### src/rtl/exe_mem_pipe_reg_if.sv
// rtl/exe_mem_pipe_reg_if.sv - EX/MEM pipeline register bus: EX-side inputs, hazard controls, MEM-side outputs
interface exe_mem_pipe_reg_if #(
  parameter int DATA_W = 32,
  parameter int REG_AW = 5
);
  logic              e_valid;
  logic              ewreg;
  logic              em2reg;
  logic              ewmem;
  logic [REG_AW-1:0] edestReg;
  logic [DATA_W-1:0] r;
  logic [DATA_W-1:0] eqb;
  logic              stall;
  logic              flush;

  logic              m_valid;
  logic              mwreg;
  logic              mm2reg;
  logic              mwmem;
  logic [REG_AW-1:0] mdestReg;
  logic [DATA_W-1:0] mr;
  logic [DATA_W-1:0] mqb;

  modport master (
    output e_valid, ewreg, em2reg, ewmem, edestReg, r, eqb, stall, flush,
    input  m_valid, mwreg, mm2reg, mwmem, mdestReg, mr, mqb
  );

  modport slave (
    input  e_valid, ewreg, em2reg, ewmem, edestReg, r, eqb, stall, flush,
    output m_valid, mwreg, mm2reg, mwmem, mdestReg, mr, mqb
  );
endinterface

### src/rtl/exe_mem_pipe_reg.sv
// rtl/exe_mem_pipe_reg.sv - EX/MEM pipeline register with valid, stall/flush, $zero suppression, 1..4 stages
// Optional stall/bubble performance counters enabled by EXE_MEM_PERF_CNT_EN.
module exe_mem_pipe_reg #(
  parameter int DATA_W = 32,
  parameter int REG_AW = 5,
  parameter int STAGES = 1,
  parameter int CNT_W  = 16
) (
  input  logic             clk,
  input  logic             rst,
`ifdef EXE_MEM_PERF_CNT_EN
  output logic [CNT_W-1:0] stall_cnt,
  output logic [CNT_W-1:0] bubble_cnt,
`endif
  exe_mem_pipe_reg_if.slave bus
);

  typedef struct packed {
    logic              valid;
    logic              wreg;
    logic              m2reg;
    logic              wmem;
    logic [REG_AW-1:0] dest;
    logic [DATA_W-1:0] r;
    logic [DATA_W-1:0] qb;
  } stage_t;

  if (STAGES < 1 || STAGES > 4) begin : g_bad_stages
    $error("exe_mem_pipe_reg: STAGES must be in 1..4");
  end
  if (CNT_W < 1) begin : g_bad_cnt_w
    $error("exe_mem_pipe_reg: CNT_W must be at least 1");
  end

  stage_t r_stage [STAGES];
  stage_t w_cap;

  // Control bits of a bubble are forced low; $zero is never a write target.
  always_comb begin
    w_cap       = '0;
    w_cap.valid = bus.e_valid;
    w_cap.wreg  = bus.e_valid && bus.ewreg && (bus.edestReg != '0);
    w_cap.m2reg = bus.e_valid && bus.em2reg;
    w_cap.wmem  = bus.e_valid && bus.ewmem;
    w_cap.dest  = bus.edestReg;
    w_cap.r     = bus.r;
    w_cap.qb    = bus.eqb;
  end

  always_ff @(posedge clk) begin
    if (rst || bus.flush) begin
      for (int k = 0; k < STAGES; k++) r_stage[k] <= '0;
    end else if (!bus.stall) begin
      r_stage[0] <= w_cap;
      for (int k = 1; k < STAGES; k++) r_stage[k] <= r_stage[k-1];
    end
  end

  assign bus.m_valid  = r_stage[STAGES-1].valid;
  assign bus.mwreg    = r_stage[STAGES-1].wreg;
  assign bus.mm2reg   = r_stage[STAGES-1].m2reg;
  assign bus.mwmem    = r_stage[STAGES-1].wmem;
  assign bus.mdestReg = r_stage[STAGES-1].dest;
  assign bus.mr       = r_stage[STAGES-1].r;
  assign bus.mqb      = r_stage[STAGES-1].qb;

`ifdef EXE_MEM_PERF_CNT_EN
  logic [CNT_W-1:0] r_stall_cnt;
  logic [CNT_W-1:0] r_bubble_cnt;
  logic             w_stall_inc;
  logic             w_bubble_inc;

  assign w_stall_inc  = bus.stall && !bus.flush;
  assign w_bubble_inc = bus.flush || (!bus.stall && !bus.e_valid);

  // Saturating: counters stick at all-ones rather than wrapping.
  always_ff @(posedge clk) begin
    if (rst) begin
      r_stall_cnt  <= '0;
      r_bubble_cnt <= '0;
    end else begin
      if (w_stall_inc && (r_stall_cnt != '1))
        r_stall_cnt <= r_stall_cnt + 1'b1;
      if (w_bubble_inc && (r_bubble_cnt != '1))
        r_bubble_cnt <= r_bubble_cnt + 1'b1;
    end
  end

  assign stall_cnt  = r_stall_cnt;
  assign bubble_cnt = r_bubble_cnt;
`endif

endmodule

### src/flat_wrapper.sv
// flat-port wrapper written by rule: the top's interface ports become plain ports
module exe_mem_pipe_reg_flat 
#(
  parameter int DATA_W = 32,
  parameter int REG_AW = 5,
  parameter int STAGES = 1,
  parameter int CNT_W  = 16
)
  (clk, rst, bus_e_valid, bus_ewreg, bus_em2reg, bus_ewmem, bus_edestReg, bus_r, bus_eqb, bus_stall, bus_flush, bus_m_valid, bus_mwreg, bus_mm2reg, bus_mwmem, bus_mdestReg, bus_mr, bus_mqb);
  exe_mem_pipe_reg_if #(.DATA_W(DATA_W), .REG_AW(REG_AW)) bus_i ();
  input  logic clk;
  input  logic rst;
  input wire logic [$bits(bus_i.e_valid)-1:0] bus_e_valid;
  input wire logic [$bits(bus_i.ewreg)-1:0] bus_ewreg;
  input wire logic [$bits(bus_i.em2reg)-1:0] bus_em2reg;
  input wire logic [$bits(bus_i.ewmem)-1:0] bus_ewmem;
  input wire logic [$bits(bus_i.edestReg)-1:0] bus_edestReg;
  input wire logic [$bits(bus_i.r)-1:0] bus_r;
  input wire logic [$bits(bus_i.eqb)-1:0] bus_eqb;
  input wire logic [$bits(bus_i.stall)-1:0] bus_stall;
  input wire logic [$bits(bus_i.flush)-1:0] bus_flush;
  output wire logic [$bits(bus_i.m_valid)-1:0] bus_m_valid;
  output wire logic [$bits(bus_i.mwreg)-1:0] bus_mwreg;
  output wire logic [$bits(bus_i.mm2reg)-1:0] bus_mm2reg;
  output wire logic [$bits(bus_i.mwmem)-1:0] bus_mwmem;
  output wire logic [$bits(bus_i.mdestReg)-1:0] bus_mdestReg;
  output wire logic [$bits(bus_i.mr)-1:0] bus_mr;
  output wire logic [$bits(bus_i.mqb)-1:0] bus_mqb;
  assign bus_i.e_valid = bus_e_valid;
  assign bus_i.ewreg = bus_ewreg;
  assign bus_i.em2reg = bus_em2reg;
  assign bus_i.ewmem = bus_ewmem;
  assign bus_i.edestReg = bus_edestReg;
  assign bus_i.r = bus_r;
  assign bus_i.eqb = bus_eqb;
  assign bus_i.stall = bus_stall;
  assign bus_i.flush = bus_flush;
  assign bus_m_valid = bus_i.m_valid;
  assign bus_mwreg = bus_i.mwreg;
  assign bus_mm2reg = bus_i.mm2reg;
  assign bus_mwmem = bus_i.mwmem;
  assign bus_mdestReg = bus_i.mdestReg;
  assign bus_mr = bus_i.mr;
  assign bus_mqb = bus_i.mqb;
  exe_mem_pipe_reg #(.DATA_W(DATA_W), .REG_AW(REG_AW), .STAGES(STAGES), .CNT_W(CNT_W)) u_core (.clk(clk), .rst(rst), .bus(bus_i));
endmodule
### config.mk
export PLATFORM = sky130hd
export DESIGN_NAME = exe_mem_pipe_reg_flat
export DESIGN_NICKNAME = d
export VERILOG_FILES = /design/src/rtl/exe_mem_pipe_reg_if.sv /design/src/rtl/exe_mem_pipe_reg.sv /design/src/flat_wrapper.sv
export SDC_FILE = /design/constraint.sdc
export NUM_CORES = 1
export LEC_CHECK = 0
export CORE_MARGIN = 2
export CORE_UTILIZATION = 32
export DETAILED_ROUTE_END_ITERATION = 10
export MAX_ROUTING_LAYER = met4
export PLACE_DENSITY = 0.78
export SLEW_MARGIN = 20
export SYNTH_ARGS = -nofsm -noshare
export SYNTH_HDL_FRONTEND = slang
export SYNTH_SLANG_ARGS = --single-unit
### constraint.sdc
create_clock -name clk -period 2.6 [get_ports clk]
set_input_delay 0.65 -clock clk [delete_from_list [all_inputs] [get_ports clk]]
set_output_delay 0.65 -clock clk [all_outputs]
set_load 0.01 [all_outputs]
After elaboration in Yosys (flattened, before gate mapping):

Memories as Yosys holds them, arrays and structs flattened.
Index checks and enable logic that the tools add are counted.

* multiplexer cells: 7
* reduce and logical (&&, ||, !) cells: 7

Operator list (count)
* $mux W73: 1
* $reduce_or A73 Y1: 1
* $mux W1: 6
* $reduce_bool A5 Y1: 1
* $logic_and A1 B1 Y1: 4
* $logic_or A1 B1 Y1: 1

* register bits after elaboration: 0
* bits in writable memories: 73
* bits of input ports: 77
* output and inout port bits: 73
* logic and storage cells: 15
* memories: 1

Memories
* u_core.r_stage: depth 1, bits a word 73, read ports 1, clocked after Yosys merged registers in 0, write ports 1, line exe_mem_pipe_reg.sv:35 `stage_t r_stage [STAGES];`

Longest topological paths before layout:

* word-level depth: 5
* mapped depth: 3

Worst setup path after synthesis:

No wires, ideal clock.

* path kind: input to register
* start point: input bus_flush
* end point: memory u_core.r_stage[0][0] in the netlist's numbering, enable pin
* setup time: 752 ps
* arrival time: 1936 ps
* required time: 1848 ps
* path slack: -88 ps
* stages on the path: 2
* cells stage by stage: nor2_1 nand2_1

* cells in the longest elaborated chain, start to end: 5

Ends and longest elaborated chain
* start, declared: line flat_wrapper.sv:21 `input wire logic [$bits(bus_i.flush)-1:0] bus_flush;`
* $logic_or A1 B1 Y1 (*): line exe_mem_pipe_reg.sv:51 `if (rst || bus.flush) begin`
* $mux W1: line exe_mem_pipe_reg.sv:51
* $mux W1 (implied by the code): line exe_mem_pipe_reg.sv:54 `r_stage[0] <= w_cap;`
* $reduce_or A73 Y1 (no source line)
* $mux W1 (no source line) (*)
* end, declared: line exe_mem_pipe_reg.sv:35

Every way passes the cells marked *; elsewhere a longest branch is shown, timed or not.

Worst setup path after layout:

* start point: memory u_core.r_stage[0][63] in the netlist's numbering
* end point: output bus_mr[31]

* cells in the longest elaborated chain, start to end: 1

Ends and longest elaborated chain
* $mem_v2 Z1 W73
* end, declared: line flat_wrapper.sv:27 `output wire logic [$bits(bus_i.mr)-1:0] bus_mr;`

No other way between the ends.

==> results.md <==
- Largest family of logic cells by synthesized area: simple AND/OR/NAND/NOR gates
- Post-DP HPWL: 4.487 mm
- Multiplexer share of the synthesized area: 0
- Pin count of the biggest net entering global routing: 74
- Hold path start: bus_eqb[18]
- Final Hold Viols: 0
- Internal Power: 1.938 mW
- Flops & latches, synth: 73
- # port buffers: 149
- Post-Synth XOR/XNOR Area: 0
- WL final: 5.978 mm
- Synth Instances: 157
- Core area: 8217 µm²
- Setup crit start kind: flip-flop
- Via Count: 1778
- # nets final: 390
- Share of layout cells above drive strength 1: 0.05975
- Number of library cell types mapped by synthesis: 9
- Drt initial violations: 68
- Antenna diode count: 0
- Register area: 2192 µm²
- Setup violation total in the final timing report: 0
- Cell count after placement: 407
- Layout area overhead: 66.84%
- Worst-path clk slew: 0.08 ns
- Comb pwr share: 0.142
- P per Cell Area: 543.0 nW/µm²
- Die X: 96.20 µm
- Total track usage: 0.1332
- Critical path's top delay family: buffers and inverters
- Setup slack at placement: 0.4845 ns
- Multi-input logic area: 500.5 µm²
- CP max stage cell: clkdlybuf4s50_1
- Sequential share of power: 0.562
- CTS tree: yes
- Net Count, Synth: 234
- Max incr delay on CP: 0.55 ns
- Hold_ws: 0.9631 ns
- Simple logic cell fraction of the synthesized area: 0.1771
- Worst slew pin tran: 0.3239 ns
- Critical path origin: u_core.r_stage[0][63]$_SDFFCE_PN0P_
- Final Max Slew Viols: 0
- Detailed Routing Iterations Pass 1: 4
- Syn Std Cell Area: 2720 µm²
- FILL cells: 689
- Most frequent cells in the layout: 149 x clkdlybuf4s50_1, 73 x edfxtp_1, 70 x and2_1
- Top Registers: u_core.r_stage: 73 flops
- CP Class: reg -> out
- Peak VDD IR: 0.2773 mV
- Gp weighted congestion: 0.7292
- Synth warn: 0
- Critical Path Sink Type: output port
- Synthesized area per cell: 17.33 µm²
- WL per Instance: 14.13 µm
- Adder-Cell Fraction of Synth Area: 0
- Initial antenna violation count: 0
- Final Non-Filler Cells: 423
- Commonest non-fill, non-tap cell in the layout: clkdlybuf4s50_1
- Leakage: 1.743 nW
- P_sw: 0.5261 mW
- WP data required: 1.95 ns
- Data arrival, critical path: 1.23 ns
- Max-slew headroom: 0.7839
- Tcrit/Tclk final: 0.7234
- First-pass GRT wire length: 8.742 mm
- Outcome: finished, final reports clean
- Die area: 9253 µm²
- Setup TNS: 0 ns
- Fmax: 0.5317 GHz
- H-tree depth: 3
- Vias in the first global route: 1823
- Worst Path Buf+Inv: 1
- Vias per cell: 4.203
- CTS sink cnt: 73
- # rows: 33
- Largest register FFs: 73
- Sequential share of the synthesized area: 0.8059
- DR DRC count: 0
- Initial Utilization: 0.3310
- Total congestion overflow: 0
- IO Count: 150
- Worst-case clock buffer depth: 2
- Clk network pwr share: 0.297
- PnR worst setup slack: 0.7192 ns
- Total CTS buffers: 9
- Die H: 96.20 µm
- Hold WC Path Type: in -> reg
- Complex-gate fraction of the synthesized area: 0.004140
- Final Power: 2.464 mW
- Post-route ant nets: 0
- Critical-path cell list: clkdlybuf4s50_1
- Maxcap violations: 0
- Reg with most FFs: u_core.r_stage
- RSZ-0062 raised after global routing: false
- Clk root buf: clkbuf_8
- Cts repair resizes: 0
- Switch share: 0.2135
- Post-CTS Setup Repair Bufs: 0
- # hold bufs at CTS: 0
- Post-layout min period: 1.881 ns
- CP max FO: 1
## final cells by class
type                    instances  share of cell area
flip-flops and latches         73              0.4830
repair buffers                152              0.3419
multi-input cells              77              0.1103
well taps                     105             0.02895
clock buffers                  10             0.02812
clock inverters                 6            0.007720
## power groups by stage
stage               combinational (mW)  sequential, mW  clock, mW
floorplan                       0.0409            1.45          0
global placement                 0.351            1.41          0
detailed placement               0.353            1.41          0
CTS                              0.354            1.39      0.759
global route                     0.373            1.39      0.808
finish                           0.349            1.38      0.731
## worst paths after layout
check,end,slack [ns],depth (start not counted)
max,bus_mr[31],0.72,1
min,u_core.r_stage[0][18]$_SDFFCE_PN0P_,0.96,2
## per-layer routing
layer  global-route usage  wire length [µm]  vias to the layer above
li1                     -                 -                      865
met1               0.1459              2307                      822
met2               0.2211              3046                       82
met3              0.04307               515                        9
met4              0.05952               109                        0
met5                    -                 0                        -
## cell usage after synthesis
| cell type | number | area (µm²) |
|---|---|---|
| clkbuf_2 | 7 | 35.03 |
| nor3_4 | 1 | 16.27 |
| or4_1 | 1 | 7.510 |
| o2111a_1 | 1 | 11.26 |
| edfxtp_1 | 73 | 2192 |
| nand2_1 | 1 | 3.750 |
| and2_1 | 70 | 437.9 |
| and3_1 | 2 | 12.51 |
| nor2_1 | 1 | 3.750 |
## kinds of logic (layout without fill, tap and decap cells)
family,Yosys count,after routing
AND/OR/NAND/NOR,76,76
buffers and inverters,7,168
flip-flops,73,73
AO/OA/AOI/OAI,1,1
## metrics by stage
step / area, µm² / util
3_3_place_gp: 4375 / 0.5325
2_1_floorplan: 2723 / -
5_1_grt: 4538 / 0.5523
4_1_cts: 4538 / 0.5523
3_5_place_dp: 4375 / 0.5325
6_report: 4538 / 0.5523
No activity file was read; power rests on OpenSTA's default activity.
